**config.mk**
```make
export PLATFORM = sky130hd
export DESIGN_NAME = stdout_uart_tx
export DESIGN_NICKNAME = d
export VERILOG_FILES = /design/src/rtl/uart_pkg.sv /design/src/rtl/byte_fifo.sv /design/src/rtl/stdout_uart_tx.sv
export SDC_FILE = /design/constraint.sdc
export NUM_CORES = 1
export LEC_CHECK = 0
export CORE_MARGIN = 1.5
export CORE_UTILIZATION = 40
export CTS_CLUSTER_SIZE = 16
export DETAILED_ROUTE_END_ITERATION = 16
export GPL_TIMING_DRIVEN = 0
export PLACE_DENSITY_LB_ADDON = 0.1
export SLEW_MARGIN = 10
export SYNTH_ARGS = -nofsm -noshare
export SYNTH_HDL_FRONTEND = slang
export SYNTH_SLANG_ARGS = --single-unit
```
**constraint.sdc**
```tcl
create_clock -name clk -period 6.7 [get_ports clk]
set_input_delay 1.34 -clock clk [delete_from_list [all_inputs] [get_ports clk]]
set_output_delay 1.34 -clock clk [all_outputs]
set_load 0.02 [all_outputs]
```
**src/rtl/uart_pkg.sv**
```systemverilog
// Shared definitions for the stdout UART transmitter.
//   tx_state_e  : serializer FSM states
//   START_BIT / STOP_BIT / DATA_BITS : 8N1 frame constants
//   CLK_DIV_MIN : smallest usable clocks-per-bit divisor
package uart_pkg;

    typedef enum logic [1:0] {
        IDLE  = 2'd0,
        START = 2'd1,
        DATA  = 2'd2,
        STOP  = 2'd3
    } tx_state_e;

    localparam logic START_BIT   = 1'b0;
    localparam logic STOP_BIT    = 1'b1;
    localparam int   DATA_BITS   = 8;
    localparam int   CLK_DIV_MIN = 2;

endpackage

```
**src/rtl/byte_fifo.sv**
```systemverilog
// Synchronous byte FIFO with a registered occupancy count.
// Ports:
//   clk, reset  : clock, synchronous active-high reset (clears pointers/count)
//   push_i      : write request; accepted when not full, or when full with a
//                 same-cycle pop
//   data_i      : byte to write
//   pop_i       : read request; ignored when empty
//   data_o      : head byte (valid while empty_o is low)
//   count_o     : current occupancy, 0..DEPTH
//   full_o      : count_o == DEPTH
//   empty_o     : count_o == 0
module byte_fifo #(
    parameter int DEPTH = 8
) (
    input  logic                     clk,
    input  logic                     reset,
    input  logic                     push_i,
    input  logic [7:0]               data_i,
    input  logic                     pop_i,
    output logic [7:0]               data_o,
    output logic [$clog2(DEPTH):0]   count_o,
    output logic                     full_o,
    output logic                     empty_o
);

    localparam int AW = $clog2(DEPTH);

    logic [7:0]    mem_q [DEPTH];
    logic [AW-1:0] wr_ptr_q, wr_ptr_d;
    logic [AW-1:0] rd_ptr_q, rd_ptr_d;
    logic [AW:0]   count_q, count_d;
    logic          wr_ok;
    logic          rd_ok;

    assign full_o  = (count_q == (AW+1)'(DEPTH));
    assign empty_o = (count_q == '0);
    assign count_o = count_q;
    assign data_o  = mem_q[rd_ptr_q];

    // A pop frees a slot in the same cycle, so a full FIFO may still accept.
    assign rd_ok = pop_i && !empty_o;
    assign wr_ok = push_i && (!full_o || rd_ok) && !reset;

    always_comb begin
        wr_ptr_d = wr_ptr_q;
        rd_ptr_d = rd_ptr_q;
        count_d  = count_q;
        // DEPTH is a power of two, so pointer wrap is the natural overflow.
        if (wr_ok) wr_ptr_d = wr_ptr_q + 1'b1;
        if (rd_ok) rd_ptr_d = rd_ptr_q + 1'b1;
        case ({wr_ok, rd_ok})
            2'b10:   count_d = count_q + 1'b1;
            2'b01:   count_d = count_q - 1'b1;
            default: count_d = count_q;
        endcase
    end

    always_ff @(posedge clk) begin
        if (reset) begin
            wr_ptr_q <= '0;
            rd_ptr_q <= '0;
            count_q  <= '0;
        end else begin
            wr_ptr_q <= wr_ptr_d;
            rd_ptr_q <= rd_ptr_d;
            count_q  <= count_d;
        end
    end

    // Storage is data only; stale entries are never observed past the count.
    always_ff @(posedge clk) begin
        if (wr_ok) mem_q[wr_ptr_q] <= data_i;
    end

endmodule

```
**src/rtl/stdout_uart_tx.sv**
```systemverilog
// Buffered 8N1 UART transmitter for a processor byte-output port.
// Ports:
//   clk, reset : clock, synchronous active-high reset
//   stdout     : byte from the processor output port
//   stdout_en  : one-cycle write strobe, one byte per high cycle
//   tx         : serial line, LSB first, idle high (registered)
//   stall      : FIFO holds FIFO_DEPTH bytes
//   busy       : frame on the line or bytes still buffered
//   overflow   : sticky, set when a write is dropped
//   level      : FIFO occupancy
module stdout_uart_tx
    import uart_pkg::*;
#(
    parameter int CLK_DIV    = 16,
    parameter int FIFO_DEPTH = 8
) (
    input  logic                          clk,
    input  logic                          reset,
    input  logic [7:0]                    stdout,
    input  logic                          stdout_en,
    output logic                          tx,
    output logic                          stall,
    output logic                          busy,
    output logic                          overflow,
    output logic [$clog2(FIFO_DEPTH):0]   level
);

    localparam int DIV    = (CLK_DIV < CLK_DIV_MIN) ? CLK_DIV_MIN : CLK_DIV;
    localparam int BAUD_W = 16;

    tx_state_e         state_q, state_d;
    logic [BAUD_W-1:0] baud_q, baud_d;
    logic [2:0]        bit_idx_q, bit_idx_d;
    logic [7:0]        shreg_q, shreg_d;
    logic              tx_q, tx_d;
    logic              overflow_q;

    logic       pop;
    logic [7:0] head;
    logic       fifo_full;
    logic       fifo_empty;
    logic       baud_done;
    logic       drop;

    byte_fifo #(
        .DEPTH (FIFO_DEPTH)
    ) u_fifo (
        .clk     (clk),
        .reset   (reset),
        .push_i  (stdout_en),
        .data_i  (stdout),
        .pop_i   (pop),
        .data_o  (head),
        .count_o (level),
        .full_o  (fifo_full),
        .empty_o (fifo_empty)
    );

    assign baud_done = (baud_q == BAUD_W'(DIV - 1));
    assign drop      = stdout_en && fifo_full && !pop;

    assign tx       = tx_q;
    assign stall    = fifo_full;
    assign busy     = (state_q != IDLE) || (level != '0);
    assign overflow = overflow_q;

    always_comb begin
        state_d   = state_q;
        baud_d    = baud_q;
        bit_idx_d = bit_idx_q;
        shreg_d   = shreg_q;
        tx_d      = tx_q;
        pop       = 1'b0;

        unique case (state_q)
            IDLE: begin
                tx_d = STOP_BIT;
                if (!fifo_empty) begin
                    pop     = 1'b1;
                    shreg_d = head;
                    state_d = START;
                    baud_d  = '0;
                    tx_d    = START_BIT;
                end
            end
            START: begin
                if (baud_done) begin
                    baud_d    = '0;
                    bit_idx_d = '0;
                    state_d   = DATA;
                    tx_d      = shreg_q[0];
                end else begin
                    baud_d = baud_q + 1'b1;
                end
            end
            DATA: begin
                if (baud_done) begin
                    baud_d = '0;
                    if (bit_idx_q == 3'(DATA_BITS - 1)) begin
                        state_d = STOP;
                        tx_d    = STOP_BIT;
                    end else begin
                        // Shift so the next bit to send is always at [0];
                        // drive it now since tx is registered.
                        bit_idx_d = bit_idx_q + 1'b1;
                        shreg_d   = shreg_q >> 1;
                        tx_d      = shreg_q[1];
                    end
                end else begin
                    baud_d = baud_q + 1'b1;
                end
            end
            STOP: begin
                if (baud_done) begin
                    baud_d = '0;
                    if (!fifo_empty) begin
                        // Back-to-back frame: no idle cycle between STOP and START.
                        pop     = 1'b1;
                        shreg_d = head;
                        state_d = START;
                        tx_d    = START_BIT;
                    end else begin
                        state_d = IDLE;
                        tx_d    = STOP_BIT;
                    end
                end else begin
                    baud_d = baud_q + 1'b1;
                end
            end
            default: begin
                state_d = IDLE;
                tx_d    = STOP_BIT;
            end
        endcase
    end

    always_ff @(posedge clk) begin
        if (reset) begin
            state_q    <= IDLE;
            baud_q     <= '0;
            bit_idx_q  <= '0;
            tx_q       <= STOP_BIT;
            overflow_q <= 1'b0;
        end else begin
            state_q   <= state_d;
            baud_q    <= baud_d;
            bit_idx_q <= bit_idx_d;
            tx_q      <= tx_d;
            if (drop) overflow_q <= 1'b1;
        end
    end

    always_ff @(posedge clk) begin
        shreg_q <= shreg_d;
    end

endmodule

```
==> reports/results.ini, run 1 <==
[status]
status=complete, no violations

[place]
portBuffers=18
place_area_mm2=0.00524
dp_hpwl_um=6570
gp_congestion=0.792

[pwr]
p_leak_nw=1.80
ir_drop_mv=0.186
powerDensity_mw_per_mm2=382
power.total_w=0.00213

[sta]
drv_slew=0
period_share_pct=57.4
max_slew_margin_pct=36.7
setup_viol_count_final=0
fmax_ghz=0.260
grt_setup_unrepaired=false
hold_viol=0
finalSetupTns_ns=0
finClkSkew_ns=0.00873
tightestPinTransition_ns=0.943
finalCriticalPeriod_ns=3.84

[setup_path]
critPathTopFamily=buffers and inverters
path_cells=inv_1 > ha_1 > clkbuf_1 > inv_1 > nor2_8 > inv_4 > buf_2 > clkdlybuf4s50_1
cpMostUsedCell=inv_1
required_ns=5.36
critical_path_class=reg -> out
critical-path-slowest-cell=clkdlybuf4s50_1
crit_path_end_kind=output pin
crit_fanout=10
r2r_slack_ns=3.34
crit_path_max_incr_delay_ns=0.56
worst_setup_path_start_kind=register
crit_buf_inv=6
arrival_ns=2.50

[route]
ant_nets=0
first_pass_iters=4
post_drt_via_cell_ratio=5.45
drc_errors=0
drtIter0Drc=146
vias=2979
wl_um=9470
wire_per_inst_um=17.3

[yosys]
yosysSeqAreaShare_pct=60.0
synthArstFlopShare_pct=0
syn_area_per_cell_um2=13.1
ys_warn_count=0
synthesis.nets=391
synth_seq_cells=108
synth_common_cells=72 x edfxtp_1, 36 x dfxtp_1, 30 x nor2_1, 28 x nand2_1
synth_top_cell_by_area=edfxtp_1
synth_edf_count=72
synth_area_mm2=0.00481
synth.most_common_cell=edfxtp_1
synth_top_cell_area_share_pct=45.0
synth-main-ff-cell=edfxtp_1
synthTopCellsByArea=edfxtp_1 45%, dfxtp_1 15%, mux4_2 7.5%, ha_1 3.4%, mux2i_1 2.5%
syn_inst=367
synthDistinctLibCells=57

[clocking]
postCtsSetupRepairBufs=0
hold_buffers=0
cts_resized=0
cts_tree=done
worstSkewPairLatency_ns=0.35
cts_buffers=9
cts_buffer_depth=2
cts.sinks=108
cts.clk_slew.worst_paths_ns=0.07
cts_root_buf=clkbuf_16
ctsHtreeMaxLevel=3

[layout]
fin_nets=424
final_layout_size_suffix_gt1_share_pct=15.6
fillCellCount=1030
multi_input_area_mm2=0.00183
utilization_pct=48.1
seq_area_mm2=0.00288
syn2layout_area_growth_pct=15.7
final_area_mm2=0.00556
antenna_cells=0

[grt]
grt_start_max_net_pins=19
grt_pass1_wl_um=15600
grtUsageTotal_pct=16.5
antenna_found_initial=0
grt_pass1_vias=2814
gr-total-overflow=0

[floorplan]
coreArea_mm2=0.0116
start_util_pct=41.6
die_h_um=113
row_count=39
pin_count=19
die_w_um=113
fp.dieArea_mm2=0.0127

[min_path]
worst_hold_path_type=reg -> reg

[flow_run]
max_cap_violations=0

[where the power goes]
part / internal (W) / switching [W] / leakage (nW)
logic: 0.000291 / 0.000427 / 0.694
clock network: 0.000330 / 0.000241 / 0.158
registers: 0.000802 / 0.0000377 / 0.948
total: 0.00142 / 0.000705 / 1.80
[state kept, by name, summed over array words and instances (netlist names), 2 cells and up, named ones only]
signal,flops
u_fifo.rd_ptr_q,3
u_fifo.mem_q,64
u_fifo.count_o,4
state_q,2
u_fifo.wr_ptr_q,3
bit_idx_q,3
shreg_q,8
baud_q,16
[per-stage QoR]
step	hold slack, ns	setup WS [ns]	cells
after global placement	0.451	2.08	528
final	0.468	2.86	547
after CTS	0.473	2.83	547
after floorplan	0.446	3.44	367
after global routing	0.488	2.67	547
after detailed placement	0.457	2.82	532
[cell families (layout without fill, tap and decap cells)]
kind of cell / Yosys count / in the layout / share of synthesized area, %
adders and majority gates: 13 / 13 / 3.38
AOI/OAI and AO/OA: 65 / 65 / 9.45
xor gates and xnor gates: 6 / 6 / 1.09
muxes: 31 / 31 / 10.7
DFF: 108 / 108 / 60.0
buffers and inverters: 31 / 68 / 2.94
and+or+nand+nor: 113 / 113 / 12.5
[placed cells by master, fill, tap and decap left out, types with 12 or more instances in the layout]
cell type and count:
edfxtp_1 72, dfxtp_1 36, nor2_1 30, nand2_1 28
clkdlybuf4s50_1 18, mux4_2 16, a21oi_1 16, o21ai_0 15
ha_1 13, mux2i_1 12
[area by class of cell]
type,count,share of cell area [%]
Sequential cell,108,51.8
Multi-Input combinational cell,228,32.9
Clock buffer,9,4.05
Timing Repair Buffer,22,3.78
Tap cell,143,3.22
Buffer,21,1.82
Clock inverter,6,1.69
Inverter,10,0.720
[layer usage]
layer / share of wire [%] / up-vias / wire (µm) / global-route usage [%]
li1: - / 1480 / - / -
met1: 50 / 1456 / 4760 / 24.2
met2: 45 / 35 / 4250 / 23.9
met3: 3.6 / 8 / 337 / 4.05
met4: 1.3 / 0 / 127 / 5.57
met5: 0 / - / 0 / 0
[path summary, 6_finish.rpt]
check                                   end  cells past startpoint                            from
max reg2reg  u_fifo.count_o[2]$_SDFFE_PP0P_                     12  u_fifo.count_o[0]$_SDFFE_PP0P_
max                                    busy                      8         state_q[0]$_SDFFE_PP0P_
min                         tx$_SDFFE_PP1P_                      1                 tx$_SDFFE_PP1P_
min reg2reg                 tx$_SDFFE_PP1P_                      1                 tx$_SDFFE_PP1P_
Note: power is estimated with default switching activity, not from simulation.
==> run 2, diff against run 1 <==
==> constraint.sdc (replaced) <==
create_clock -name clk -period 3.1 [get_ports clk]
set_input_delay 0.62 -clock clk [delete_from_list [all_inputs] [get_ports clk]]
set_output_delay 0.62 -clock clk [all_outputs]
set_load 0.02 [all_outputs]
==> run 2 against run 1 <==
  * Combinational power rose by 120%
  * Highest routed layer unchanged
  * Sequential cell count stayed put
  * Clock power rose by 110%
  * Routed wire length increased by 3.8%
  * Total power is 120% higher
  * Count of clock-buffer cells in the layout is 1 higher
  * Non-clock buffer count increased by 2
==> reports/results.ini, run 2 (synthesis gave the netlist of run 1 again) <==
[status]
status=complete, no violations  ; unchanged

[clocking]
cts.clk_slew.worst_paths_ns=0.07  ; about the same
cts_buffers=9  ; unchanged
cts.sinks=108  ; unchanged
ctsHtreeMaxLevel=3  ; unchanged
cts_root_buf=clkbuf_16  ; unchanged
cts_tree=done  ; unchanged
cts_buffer_depth=2  ; unchanged
worstSkewPairLatency_ns=0.36  ; was 0.35 ns

[floorplan]
pin_count=19  ; unchanged
die_h_um=113  ; unchanged
die_w_um=113  ; unchanged
start_util_pct=41.6  ; unchanged
coreArea_mm2=0.0116  ; unchanged
row_count=39  ; unchanged
fp.dieArea_mm2=0.0127  ; unchanged

[sta]
period_share_pct=92.8
fmax_ghz=0.347
max_slew_margin_pct=36.2  ; was 36.7%
hold_slack_ns=0.466  ; was 0.468 ns
grt_setup_unrepaired=false  ; unchanged
hold_viol=0  ; unchanged
finalCriticalPeriod_ns=2.88
tightestPinTransition_ns=0.950  ; was 0.943 ns
finClkSkew_ns=0.0124  ; was 0.00873 ns
setup_viol_count_final=0  ; unchanged
drv_slew=0  ; unchanged
finalSetupTns_ns=0  ; unchanged

[setup_path]
arrival_ns=3.16  ; was 2.50 ns
reg2reg_depth=14  ; was 12
crit_path_max_incr_delay_ns=0.36  ; was 0.56 ns
critical-path-slowest-cell=dfxtp_1  ; was clkdlybuf4s50_1
r2r-end=u_fifo.count_o[2]$_SDFFE_PP0P_  ; unchanged
path_cells=ha_1 > and3_1 > and4_1 > buf_2 > o21ai_4 > inv_4 > o211ai_4 > ha_4 > xor2_1 > ha_1 > a21oi_1 > xor2_1 > or3_1 > a21oi_1  ; was inv_1 > ha_1 > clkbuf_1 > inv_1 > nor2_8 > inv_4 > buf_2 > clkdlybuf4s50_1
critical_path_class=reg -> reg  ; was reg -> out
worstReg2RegStart=baud_q[0]$_SDFFE_PP0P_  ; was u_fifo.count_o[0]$_SDFFE_PP0P_
crit_fanout=6  ; was 10
crit_path_end_kind=register  ; was output pin
worst_setup_path_start_kind=register  ; unchanged
required_ns=3.38  ; was 5.36 ns
r2r_slack_ns=0.22  ; was 3.34 ns

[min_path]
hold_depth=1  ; unchanged
hp-start=tx$_SDFFE_PP1P_  ; unchanged
whs_endpoint=tx$_SDFFE_PP1P_  ; unchanged
worst_hold_path_type=reg -> reg  ; unchanged

[place]
dp_hpwl_um=6690  ; was 6570 µm
gp_congestion=0.781  ; was 0.792
dp_cells=532  ; unchanged
portBuffers=18  ; unchanged

[layout]
antenna_cells=0  ; unchanged
registers.top_by_ff_count=u_fifo.mem_q  ; unchanged
utilization_pct=48.6  ; was 48.1%
fillCellCount=1006  ; was 1030
fin_nets=426  ; was 424
final_layout_size_suffix_gt1_share_pct=17.7  ; was 15.6%
most-common-layout-cells=72 x edfxtp_1, 36 x dfxtp_1, 28 x nor2_1, 28 x nand2_1, 17 x clkdlybuf4s50_1  ; was 72 x edfxtp_1, 36 x dfxtp_1, 30 x nor2_1
reg_top3=u_fifo.mem_q (64), baud_q (16), shreg_q (8)  ; unchanged
syn2layout_area_growth_pct=16.9  ; was 15.7%
final_common_cell=edfxtp_1  ; unchanged
largest_reg_flops=64  ; unchanged
fin_cells=550  ; was 547

[pwr]
p_sw_w=0.00158  ; was 0.000705 W
powerDensity_mw_per_mm2=818  ; was 382 mW/mm²
swShare_pct=34.3  ; was 33.1%
seq_power_share_pct=39.5  ; about the same
pwr-share-clk_pct=25.7  ; was 26.8%
ir_drop_mv=0.380  ; was 0.186 mV
p_leak_nw=1.81  ; was 1.80 nW
intPower_w=0.00302  ; was 0.00142 W
pwr-share-comb_pct=34.8  ; was 33.7%

[route]
ant_nets=0  ; unchanged
post_drt_via_cell_ratio=5.57  ; was 5.45
wl_um=9840  ; was 9470 µm
wire_per_inst_um=17.9  ; was 17.3 µm
vias=3066  ; was 2979
drc_errors=0  ; unchanged
first_pass_iters=4  ; unchanged
drtIter0Drc=226  ; was 146

[grt]
grt_start_max_net_pins=20  ; was 19
grt_pass1_vias=2919  ; was 2814
grtUsageTotal_pct=16.7  ; was 16.5%
antenna_found_initial=0  ; unchanged
grt_pass1_wl_um=15800  ; was 15600 µm
gr-total-overflow=0  ; unchanged

[flow_run]
max_cap_violations=0  ; unchanged

[run 2: changes by cell type in the layout (fill, tap and decap cells not counted), sizes merged]
cell / previous run / this run
bufinv: 2 / 1
buf: 17 / 20
dlygate4sd2: 0 / 1
clkdlybuf4s50: 18 / 17
clkinvlp: 0 / 1
[run 2: what timing repair did]
item / 4_1_cts / 5_1_grt
gates resized for setup: 6 / 5
endpoints found under the setup margin: 10 / 44
hold buffers: 0 / 0
pin swaps: 1 / 2
buffers inserted: 0 / 3
gates cloned: 0 / 0
[run 2: layout make-up]
class / count / area [µm²] / area share (%)
Inverter: 10 / 42.5 / 0.757
Clock buffer: 10 / 229 / 4.07
Buffer: 20 / 97.6 / 1.74
Clock inverter: 6 / 77.6 / 1.38
Multi-Input combinational cell: 228 / 1880 / 33.5
Sequential cell: 108 / 2880 / 51.3
Timing Repair Buffer: 25 / 231 / 4.12
Tap cell: 143 / 179 / 3.18
[run 2: power by group through the flow]
stage / registers, W / clock network (W) / logic, W
6_report: 0.00182 / 0.00118 / 0.00160
5_1_grt: 0.00184 / 0.00128 / 0.00177
4_1_cts: 0.00182 / 0.00122 / 0.00160
3_5_place_dp: 0.00185 / 0 / 0.00157
3_3_place_gp: 0.00184 / 0 / 0.00155
2_1_floorplan: 0.00186 / 0 / 0.00112
[run 2: critical path: cells and delay by family, from the launching register on]
family	cells	cell delay [ns]
buffers and inverters	2	0.25
adder cells (fa/ha/maj)	3	0.59
XOR/XNOR	2	0.30
AND/OR/NAND/NOR	3	0.67
AO/OA/AOI/OAI	4	0.64
flip-flops	1	0.36
[run 2: per-stage QoR]
stage / setup WS [ns] / total power (W) / cell area, µm²
final: 0.222 / 0.00460 / 5620
after global routing: 0.00877 / 0.00488 / 5620
after CTS: -0.0574 / 0.00464 / 5580
after detailed placement: -0.241 / 0.00342 / 5240
after global placement: -0.915 / 0.00339 / 5170
after floorplan: 0.244 / 0.00298 / 4810
[run 2: routing by layer]
layer  wire length [µm]  up-vias  track usage [%]
met3                507        8             4.86
met5                  0        -                0
li1                   -     1485                -
met1               4680     1511             22.8
met4                116        0             5.06
met2               4530       62             25.9
[run 2: worst max path at each step]
stage / startpoint / to / depth (start not counted)
finish: baud_q[0]$_SDFFE_PP0P_ / u_fifo.count_o[2]$_SDFFE_PP0P_ / 14
global route: baud_q[0]$_SDFFE_PP0P_ / u_fifo.count_o[2]$_SDFFE_PP0P_ / 14
CTS: baud_q[0]$_SDFFE_PP0P_ / u_fifo.count_o[2]$_SDFFE_PP0P_ / 14
detailed placement: u_fifo.count_o[0]$_SDFFE_PP0P_ / u_fifo.count_o[2]$_SDFFE_PP0P_ / 12
global placement: state_q[0]$_SDFFE_PP0P_ / u_fifo.mem_q[4][5]$_DFFE_PP_ / 9
floorplan: state_q[0]$_SDFFE_PP0P_ / u_fifo.mem_q[4][0]$_DFFE_PP_ / 9
==> run 3, diff against run 2 <==
--- a/config.mk
+++ b/config.mk
@@ -9,6 +9,7 @@
 export CORE_UTILIZATION = 40
 export CTS_CLUSTER_SIZE = 16
 export DETAILED_ROUTE_END_ITERATION = 16
+export DONT_BUFFER_PORTS = 1
 export GPL_TIMING_DRIVEN = 0
 export PLACE_DENSITY_LB_ADDON = 0.1
 export SLEW_MARGIN = 10
==> run 3 against run 2 <==
  * The run now ends with negative setup slack left
  * Sequential share of layout area is 2.0 points higher
  * Critical path depth is 2 lower
  * Final cell count is 2.5% lower
  * Worst hold slack worse by 0.11 ns
  * Sequential power is 2% higher
  * Sequential cell count stayed put
  * Clock skew is 0.0034 ns lower
  * Critical path type unchanged
  * Highest routed layer unchanged
==> reports/results.ini, run 3 (synthesis gave the netlist of run 1 again) <==
[setup_path]
required_ns=3.38  ; about the same
critical_path_class=reg -> reg  ; unchanged
crit_fanout=9  ; was 6
arrival_ns=3.41  ; was 3.16 ns
crit_path_end_kind=register  ; unchanged
worst_setup_path_start_kind=register  ; unchanged
r2r_slack_ns=-0.02  ; was 0.22 ns

[sta]
tightestPinTransition_ns=1.14  ; was 0.950 ns
fmax_ghz=0.320  ; was 0.347 GHz
finClkSkew_ns=0.00898  ; was 0.0124 ns
fin_ws_ns=-0.0237  ; was 0.222 ns
period_share_pct=101  ; was 92.8%
hold_viol=0  ; unchanged
drv_slew=0  ; unchanged
hold_slack_ns=0.357  ; was 0.466 ns
finalCriticalPeriod_ns=3.12  ; was 2.88 ns
max_slew_margin_pct=24.1  ; was 36.2%
grt_setup_unrepaired=true  ; was false
setup_viol_count_final=3  ; was 0

[grt]
grt_busiest_layer=met2  ; unchanged
grt_start_max_net_pins=19  ; was 20
gr-total-overflow=0  ; unchanged
grt_pass1_vias=2903  ; was 2919
gr-usage-met1_pct=23.0  ; was 22.8%
grtUsageTotal_pct=16.6  ; was 16.7%
grt_use_met2_pct=24.8  ; was 25.9%
grt_pass1_wl_um=15900  ; was 15800 µm
grt_util_met3_pct=5.24  ; was 4.86%
antenna_found_initial=0  ; unchanged

[route]
drtIter0Drc=139  ; was 226
wire_per_inst_um=18.2  ; was 17.9 µm
first_pass_iters=4  ; unchanged
vias=3024  ; was 3066
drc_errors=0  ; unchanged
wl_um=9770  ; was 9840 µm
ant_nets=0  ; unchanged
post_drt_via_cell_ratio=5.64  ; was 5.57

[layout]
final_common_cell=edfxtp_1  ; unchanged
most-common-layout-cells=72 x edfxtp_1, 36 x dfxtp_1, 28 x nor2_1, 28 x nand2_1  ; was 72 x edfxtp_1, 36 x dfxtp_1, 28 x nor2_1, 28 x nand2_1, 17 x clkdlybuf4s50_1
utilization_pct=46.8  ; was 48.6%
fin_nets=412  ; was 426
registers.top_by_ff_count=u_fifo.mem_q  ; unchanged
syn2layout_area_growth_pct=12.5  ; was 16.9%
largest_reg_flops=64  ; unchanged
final_layout_size_suffix_gt1_share_pct=18.3  ; was 17.7%
reg_top3=u_fifo.mem_q (64), baud_q (16), shreg_q (8)  ; unchanged
antenna_cells=0  ; unchanged

[floorplan]
die_w_um=113  ; unchanged
die_h_um=113  ; unchanged
coreArea_mm2=0.0116  ; unchanged
fp.dieArea_mm2=0.0127  ; unchanged
row_count=39  ; unchanged
start_util_pct=41.6  ; unchanged
pin_count=19  ; unchanged

[clocking]
hold_buffers=0  ; unchanged
worstSkewPairLatency_ns=0.35  ; was 0.36 ns
cts.sinks=108  ; unchanged
cts_tree=done  ; unchanged
cts_root_buf=clkbuf_16  ; unchanged
ctsHtreeMaxLevel=3  ; unchanged
cts_buffers=9  ; unchanged
cts_buffer_depth=2  ; unchanged
cts.clk_slew.worst_paths_ns=0.07  ; about the same

[place]
dp_hpwl_um=6670  ; was 6690 µm
gp_congestion=0.804  ; was 0.781
portBuffers=0  ; was 18

[min_path]
worst_hold_path_type=in -> reg  ; was reg -> reg

[status]
status=finished, violations left  ; was complete, no violations
violations=negative setup slack

[pwr]
powerDensity_mw_per_mm2=811  ; was 818 mW/mm²
p_leak_nw=1.74  ; was 1.81 nW
ir_drop_mv=0.357  ; was 0.380 mV

[flow_run]
max_cap_violations=0  ; unchanged

-- run 3: repair_timing --
item / CTS / global route
gates resized for setup: 2 / 3
endpoints found under the setup margin: 11 / 40
setup buffers: 0 / 6
pin swaps: 1 / 2
-- run 3: metrics by stage --
step	setup WS (ns)	TNS, ns	instance area (µm²)	instances	total power [W]
after floorplan	0.244	0	4810	367	0.00298
after CTS	-0.219	-1.91	5350	530	0.00444
after global routing	-0.285	-2.51	5410	536	0.00466
final	-0.0237	-0.0297	5410	536	0.00439
after detailed placement	-0.412	-2.40	5060	514	0.00333
after global placement	-0.962	-30.38	4990	510	0.00330
-- run 3: routing by layer --
metal / wire length [µm] / vias up
met3: 425 / 15
li1: - / 1455
met4: 172 / 0
met5: 0 / -
met2: 4500 / 52
met1: 4670 / 1502
-- run 3: power by group --
part / total (W) / switching [W] / leakage (nW) / internal, W
combinational: 0.00146 / 0.000896 / 0.659 / 0.000564
clock: 0.00108 / 0.000525 / 0.131 / 0.000551
sequential: 0.00186 / 0.000122 / 0.948 / 0.00173
-- run 3: path summary, 6_finish.rpt --
check                                      start                              to  cells after the start
setup / recovery  u_fifo.count_o[0]$_SDFFE_PP0P_  u_fifo.count_o[2]$_SDFFE_PP0P_                     12
hold / removal                         stdout[0]    u_fifo.mem_q[0][0]$_DFFE_PP_                      0
setup reg to reg  u_fifo.count_o[0]$_SDFFE_PP0P_  u_fifo.count_o[2]$_SDFFE_PP0P_                     12
hold reg to reg          baud_q[15]$_SDFFE_PP0P_         baud_q[15]$_SDFFE_PP0P_                      1
-- run 3: critical path: stages (launching register included) --
cell and delay (ns):
dfxtp_1 0.48, nor4_2 0.56, nor3_1 0.16, o21ai_2 0.14
inv_2 0.13, o211ai_4 0.31, ha_1 0.31, xor2_1 0.16
ha_1 0.16, a21oi_1 0.05, xor2_1 0.15, or3_1 0.31
a21oi_1 0.14
-- run 3: cell type report --
class / count / area (µm²)
fill: 1038 / 6150
sequential: 108 / 2880
multi-input combinational: 228 / 1860
clock buffer: 10 / 229
tap: 143 / 179
buffer: 21 / 101
timing repair buffer: 10 / 75.1
clock inverter: 6 / 46.3
inverter: 10 / 40.0
